$ cat src/rtl/cp0_unit_pkg.sv
// Shared CP0 definitions: register indices, exception codes and the SR/Cause field positions.
package cp0_defs;

  localparam logic [4:0] REG_SR    = 5'd12;
  localparam logic [4:0] REG_CAUSE = 5'd13;
  localparam logic [4:0] REG_EPC   = 5'd14;
  localparam logic [4:0] REG_PRID  = 5'd15;

  typedef enum logic [4:0] {
    EXC_INT = 5'd0,
    EXC_RI  = 5'd10,
    EXC_OV  = 5'd12
  } exc_code_e;

  localparam int unsigned SR_IM_HI     = 15;
  localparam int unsigned SR_IM_LO     = 10;
  localparam int unsigned SR_EXL       = 1;
  localparam int unsigned SR_IE        = 0;

  localparam int unsigned CAUSE_BD     = 31;
  localparam int unsigned CAUSE_IP_HI  = 15;
  localparam int unsigned CAUSE_IP_LO  = 10;
  localparam int unsigned CAUSE_EXC_HI = 6;
  localparam int unsigned CAUSE_EXC_LO = 2;

endpackage

$ cat src/rtl/cp0_exc_arbiter.sv
// Combinational interrupt/exception arbitration; interrupts win over RI, RI over Ov.
module cp0_exc_arbiter
  import cp0_defs::*;
(
  input  logic [5:0] hwint,
  input  logic [5:0] im,
  input  logic       ie,
  input  logic       exl,
  input  logic       exc_ri,
  input  logic       exc_ov,
  output logic       exc_req,
  output exc_code_e  excode
);

  logic int_pend;
  logic exc_pend;

  // Uses live hwint rather than the registered IP so the interrupt is taken without a cycle of lag.
  assign int_pend = (|(hwint & im)) & ie & ~exl;
  assign exc_pend = (exc_ov | exc_ri) & ~exl;
  assign exc_req  = int_pend | exc_pend;

  always_comb begin
    excode = EXC_OV;
    if (int_pend) begin
      excode = EXC_INT;
    end else if (exc_ri) begin
      excode = EXC_RI;
    end
  end

endmodule

$ cat src/rtl/cp0_unit.sv
// Coprocessor 0: SR, Cause, EPC and PRId registers plus exception entry and ERET return.
module cp0_unit
  import cp0_defs::*;
#(
  parameter logic [31:0] PRID         = 32'h4D49_5053,
  parameter logic [31:0] HANDLER_ADDR = 32'h0000_4180
) (
  input  logic        clk,
  input  logic        reset,
  input  logic [31:0] pc,
  input  logic        is_bd,
  input  logic [4:0]  sel,
  input  logic [31:0] din,
  input  logic        cp0_we,
  input  logic        eret,
  input  logic        exc_ov,
  input  logic        exc_ri,
  input  logic [5:0]  hwint,
  output logic [31:0] dout,
  output logic [31:0] epc_out,
  output logic        exc_req,
  output logic [31:0] exc_target
);

  logic [5:0]  im_q, im_d;
  logic        exl_q, exl_d;
  logic        ie_q, ie_d;
  logic        bd_q, bd_d;
  logic [5:0]  ip_q, ip_d;
  exc_code_e   exc_code_q, exc_code_d;
  logic [29:0] epc_q, epc_d;

  exc_code_e   excode;
  logic [31:0] epc_next;
  logic [31:0] sr_val;
  logic [31:0] cause_val;
  logic [31:0] epc_val;
  logic        unused_epc_lsb;

  cp0_exc_arbiter u_arb (
    .hwint   (hwint),
    .im      (im_q),
    .ie      (ie_q),
    .exl     (exl_q),
    .exc_ri  (exc_ri),
    .exc_ov  (exc_ov),
    .exc_req (exc_req),
    .excode  (excode)
  );

  assign epc_next       = is_bd ? (pc - 32'd4) : pc;
  assign unused_epc_lsb = ^epc_next[1:0];

  always_comb begin
    im_d       = im_q;
    exl_d      = exl_q;
    ie_d       = ie_q;
    bd_d       = bd_q;
    ip_d       = hwint;
    exc_code_d = exc_code_q;
    epc_d      = epc_q;
    // Exception entry outranks ERET, which outranks mtc0; only one of them acts per edge.
    if (exc_req) begin
      exl_d      = 1'b1;
      exc_code_d = excode;
      bd_d       = is_bd;
      epc_d      = epc_next[31:2];
    end else if (eret) begin
      exl_d = 1'b0;
    end else if (cp0_we) begin
      case (sel)
        REG_SR: begin
          im_d  = din[SR_IM_HI:SR_IM_LO];
          exl_d = din[SR_EXL];
          ie_d  = din[SR_IE];
        end
        REG_EPC: epc_d = din[31:2];
        default: ;
      endcase
    end
  end

  always_ff @(posedge clk or posedge reset) begin
    if (reset) begin
      im_q       <= '0;
      exl_q      <= 1'b0;
      ie_q       <= 1'b0;
      bd_q       <= 1'b0;
      ip_q       <= '0;
      exc_code_q <= EXC_INT;
      epc_q      <= '0;
    end else begin
      im_q       <= im_d;
      exl_q      <= exl_d;
      ie_q       <= ie_d;
      bd_q       <= bd_d;
      ip_q       <= ip_d;
      exc_code_q <= exc_code_d;
      epc_q      <= epc_d;
    end
  end

  always_comb begin
    sr_val                            = '0;
    sr_val[SR_IM_HI:SR_IM_LO]         = im_q;
    sr_val[SR_EXL]                    = exl_q;
    sr_val[SR_IE]                     = ie_q;
    cause_val                         = '0;
    cause_val[CAUSE_BD]               = bd_q;
    cause_val[CAUSE_IP_HI:CAUSE_IP_LO] = ip_q;
    cause_val[CAUSE_EXC_HI:CAUSE_EXC_LO] = exc_code_q;
    epc_val                           = {epc_q, 2'b00};
  end

  always_comb begin
    dout = '0;
    case (sel)
      REG_SR:    dout = sr_val;
      REG_CAUSE: dout = cause_val;
      REG_EPC:   dout = epc_val;
      REG_PRID:  dout = PRID;
      default:   dout = '0;
    endcase
  end

  assign epc_out    = epc_val;
  assign exc_target = HANDLER_ADDR;

endmodule

$ cat config.mk
export PLATFORM = sky130hd
export DESIGN_NAME = cp0_unit
export DESIGN_NICKNAME = d
export VERILOG_FILES = /design/src/rtl/cp0_unit_pkg.sv /design/src/rtl/cp0_exc_arbiter.sv /design/src/rtl/cp0_unit.sv
export SDC_FILE = /design/constraint.sdc
export NUM_CORES = 1
export LEC_CHECK = 0
export CAP_MARGIN = 30
export CORE_ASPECT_RATIO = 0.5
export CORE_MARGIN = 5
export CORE_UTILIZATION = 25
export DETAILED_ROUTE_END_ITERATION = 10
export PLACE_DENSITY = 0.65
export SETUP_SLACK_MARGIN = 0.2
export SLEW_MARGIN = 20
export SYNTH_ARGS = -nofsm -noshare
export SYNTH_HDL_FRONTEND = slang
export SYNTH_SLANG_ARGS = --single-unit
$ cat constraint.sdc
create_clock -name clk -period 2.3 [get_ports clk]
set_input_delay 0.575 -clock clk [delete_from_list [all_inputs] [get_ports clk]]
set_output_delay 0.575 -clock clk [all_outputs]
set_load 0.01 [all_outputs]
==> metrics.md <==
| Metric | Value |
|---|---|
| Total wirelength of the detailed-routed design | 12.8 mm |
| Register-to-register path setup slack | 220 ps |
| Total number of H-tree levels | 2 |
| Max-slew violation total from the final report | 0 |
| Path length in cells of the critical path | 8 |
| Post-synthesis simple-gate area fraction | 22.3% |
| Largest net degree at the start of global routing | 62 |
| Launching point of the worst reg2reg path | im_q[5] |
| Proportion of synthesized area in mux cells | 6.91% |
| Stage delay of the slowest cell on the critical path | 240 ps |
| Met3 Track Usage GR | 3.08% |
| Fin worst setup slack | 36.6 ps |
| Detailed-routing iteration count for the pre-antenna-repair pass | 4 |
| Routability Congestion | 0.788 |
| Leak pwr | 2.72 nW |
| Number of warnings issued by yosys | 0 |
| Vias | 3458 |
| Largest area contributor in the synthesized netlist | dfrtp_1 |
| Share of the synthesized netlist area taken by xor and xnor gates | 7.09% |
| Cell family with most CP delay | simple AND/OR/NAND/NOR gates |
| Kind of start point of the critical path | input pin |
| Area growth from synthesis to layout | 80.9% |
| RSZ-0062 raised after global routing | yes |
| Wire length of the first global-routing pass | 19.3 mm |
| Compound-gate portion of the synthesized area | 16.5% |
| Wirelength per Cell | 16.9 um |
| Number of global-route vias before repair | 3487 |
| Number of synthesized register bits | 48 |
| Share of the yosys chip area belonging to registers | 36.0% |
| Type of the tightest min-delay check | input pin to flop |
| Clock root buffer | clkbuf_16 |
| Fraction of layout cells with a size suffix above 1 | 36.6% |
| MaxCap Viol Count | 0 |
| Post-route minimum period | 2260 ps |
| Top-area cell type share of the netlist area | 36.0% |
| Worst r2r dst | im_q[5] |
| Largest family of logic cells by synthesized area | simple AND/OR/NAND/NOR gates |
| Most common cell on crit path | buf_6 |
| Worst EP required | 1730 ps |
| Slowest CP cell | nand3b_1 |
| Largest fanout on the critical path | 5 |
| Vertical extent of the die | 91.7 um |
| Total buffers and inverters traversed by the critical path | 5 |
| Antenna diode count | 0 |
| Clock tree from TritonCTS | done |
| GRT met2 Usage | 26.7% |
| Insertion delay of the later-clocked pin in the worst-skew pair | 290 ps |
| Placed Cells incl. Taps | 721 |
| Peak-usage layer in the global routing report | met2 |
| CP Class | input pin to output pin |
| Total global routing track utilization | 15.1% |
| Total Nets Final | 669 |
| Total count of hold-check failures in the final report | 0 |
| Fillers | 1235 |
| Final global-route overflow total | 0 |
| Post-DP HPWL | 8.99 mm |
| Floorplan Core Area | 12800 sq um |
| Post-synthesis async set-or-reset flop share | 100% |
| Final routed DRC violation total | 0 |
| Achievable clock frequency | 0.442 GHz |
| Initial core utilization | 25.9% |
| Number of top-level pins | 179 |
| Final number of setup-violating endpoints | 0 |
| Final instance count without filler cells | 757 |
| Number of standard-cell rows in the floorplan | 29 |
| Count of mapped cells out of synthesis | 368 |
| Critical Path Sink Type | output pin |
| Number of flops mapped to enable cells by yosys | 0 |
| Worst IR Drop VDD | 280 uV |
| Top flip-flop cell by instance count after synthesis | dfrtp_1 |
| Number of buffers created by CTS | 5 |
| Post-synthesis area per instance | 9.06 sq um |
| Launching element of the worst setup path | sel[4] |
| Number of unique standard cell types used by synthesis | 44 |
| Total die area | 15900 sq um |
| Clock-pin slew on the worst setup and hold paths | 70 ps |
| Post-DRT Antenna Nets | 0 |
| Worst setup path endpoint | dout[25] |
| Top area cells in the synthesized netlist | dfrtp_1, buf_4, a211oi_1, xor2_1, nor2b_1 |
| Period utilisation layout | 98.4% |
| GR Util met1 | 18.9% |
| Post-synthesis instance area | 3330 sq um |
| Data arrival time of the critical path | 1690 ps |
| DRT iter0 DRCs | 97 |
| Final Skew | 4.48 ps |
| Chip Width | 173 um |
| Outcome | finished, final reports clean |
| Max Root-Sink Buffers | 2 |
| IO buf count | 142 |
| PD cells | 606 nW/um^2 |
| Antenna violations before repair | 0 |
| CTS sink count | 48 |
| R2R depth | 8 |
| Vias per cell | 4.57 |
| Synthesized-area fraction occupied by adder cells | 0.375% |
| Ordered cell list for the critical path | buf_6 > nand3b_1 > nor2_4 > buf_6 > buf_12 > buf_16 > and2_4 > buf_6 |
| Worst Setup Slack post-DPL | -701 ps |
[placed cells by master (no fill, tap or decap), drive strengths merged, types with 3 or more instances in the layout]
cell type      count
buf              131
nor2              26
a21oi             27
dfrtp             48
clkbuf             9
nor2b             25
a211oi            23
dlygate4sd2        3
nor4               8
a22o               5
nand3              8
and2              13
xor2              19
dlymetal6s2s      12
a21o              11
mux2i             14
a22oi              3
nor3               9
mux2               8
conb              34
o21ai             14
inv                7
nand2             17
clkdlybuf4s50     80
xnor2              8
nand4              3
or3                3
[through the flow]
step                      area [sq um]  TNS (ps)  power [mW]  util (%)  hold WS, ps
after floorplan                   3450         0        1.92         -          451
after global placement            5270    -32420        2.70      41.0          479
after detailed placement          5270    -33410        2.72      41.0          492
after CTS                         5580         0        3.55      43.4          401
after global routing              6030      -297        3.89      46.9          382
final                             6030         0        3.65      46.9          399
[cells by family (layout without fill, tap and decap cells)]
family,Yosys count,after routing
flip-flops,48,48
adder cells (fa/ha/maj),1,1
other,2,34
buffers and inverters,58,245
AND/OR/NAND/NOR,125,125
multiplexers,22,22
XOR/XNOR,27,27
AO/OA/AOI/OAI,85,85
[worst min path at each step]
stage             startpoint       endpoint  slack [ps]  cells after the start
2_1_floorplan  exc_code_q[3]  exc_code_q[3]         450                      1
3_3_place_gp   exc_code_q[3]  exc_code_q[3]         480                      1
3_5_place_dp   exc_code_q[3]  exc_code_q[3]         490                      1
4_1_cts             hwint[1]        ip_q[1]         400                      1
5_1_grt             hwint[0]        ip_q[0]         380                      1
6_report            hwint[0]        ip_q[0]         400                      1
[worst register-to-register path, delay by kind of cell, from the launching register on]
family | cells | cell delay [ps]
AO/OA/AOI/OAI | 3 | 530
multiplexers | 1 | 310
buffers and inverters | 3 | 490
flip-flops | 1 | 410
AND/OR/NAND/NOR | 1 | 240
[power breakdown]
part           leakage [nW]  internal (mW)  total (mW)  switching, mW
Combinational          2.08          0.886        1.58          0.691
Clock                0.0772          0.436       0.776          0.340
Sequential            0.565           1.09        1.30          0.212
[registers in the layout, indices dropped and copies added, names as in the netlist]
name	cells
epc_q	30
im_q	6
ip_q	6
exc_code_q	3
bd_q	1
exl_q	1
ie_q	1
[synthesized netlist by cell type, types with 8 or more instances]
cell type  number
buf_4          35
xor2_1         19
nand3_1         8
mux2_2          8
nand2_1        17
nor2_1         26
a21o_1         11
mux2i_1        14
a211oi_1       23
o21ai_0        14
dfrtp_1        48
xnor2_1         8
and2_1         13
a21oi_1        26
clkbuf_1       13
nor3_1          8
nor2b_1        25
[repair_timing]
item,in CTS,in global routing
pin swaps,26,42
endpoints found under the setup margin,71,65
buffers inserted,13,12
cloned,2,1
gates resized for setup,232,87
hold buffers,0,0
endpoints found under the hold margin,0,0
[final cells by class]
cell class	count	area (sq um)	share of cell area, %
well taps	170	213	3.53
flip-flops and latches	48	1200	19.9
clock buffers	6	139	2.30
inverters	6	22.5	0.374
multi-input cells	294	2250	37.4
clock inverters	2	13.8	0.228
repair buffers	231	2190	36.3
[routing by layer]
metal  vias to the layer above  wire length (um)
met4                         0               203
met1                      1686              5390
met3                        14               659
li1                       1665                 -
met5                         -                 0
met2                        93              6580
Note: power is estimated with default switching activity, not from simulation.
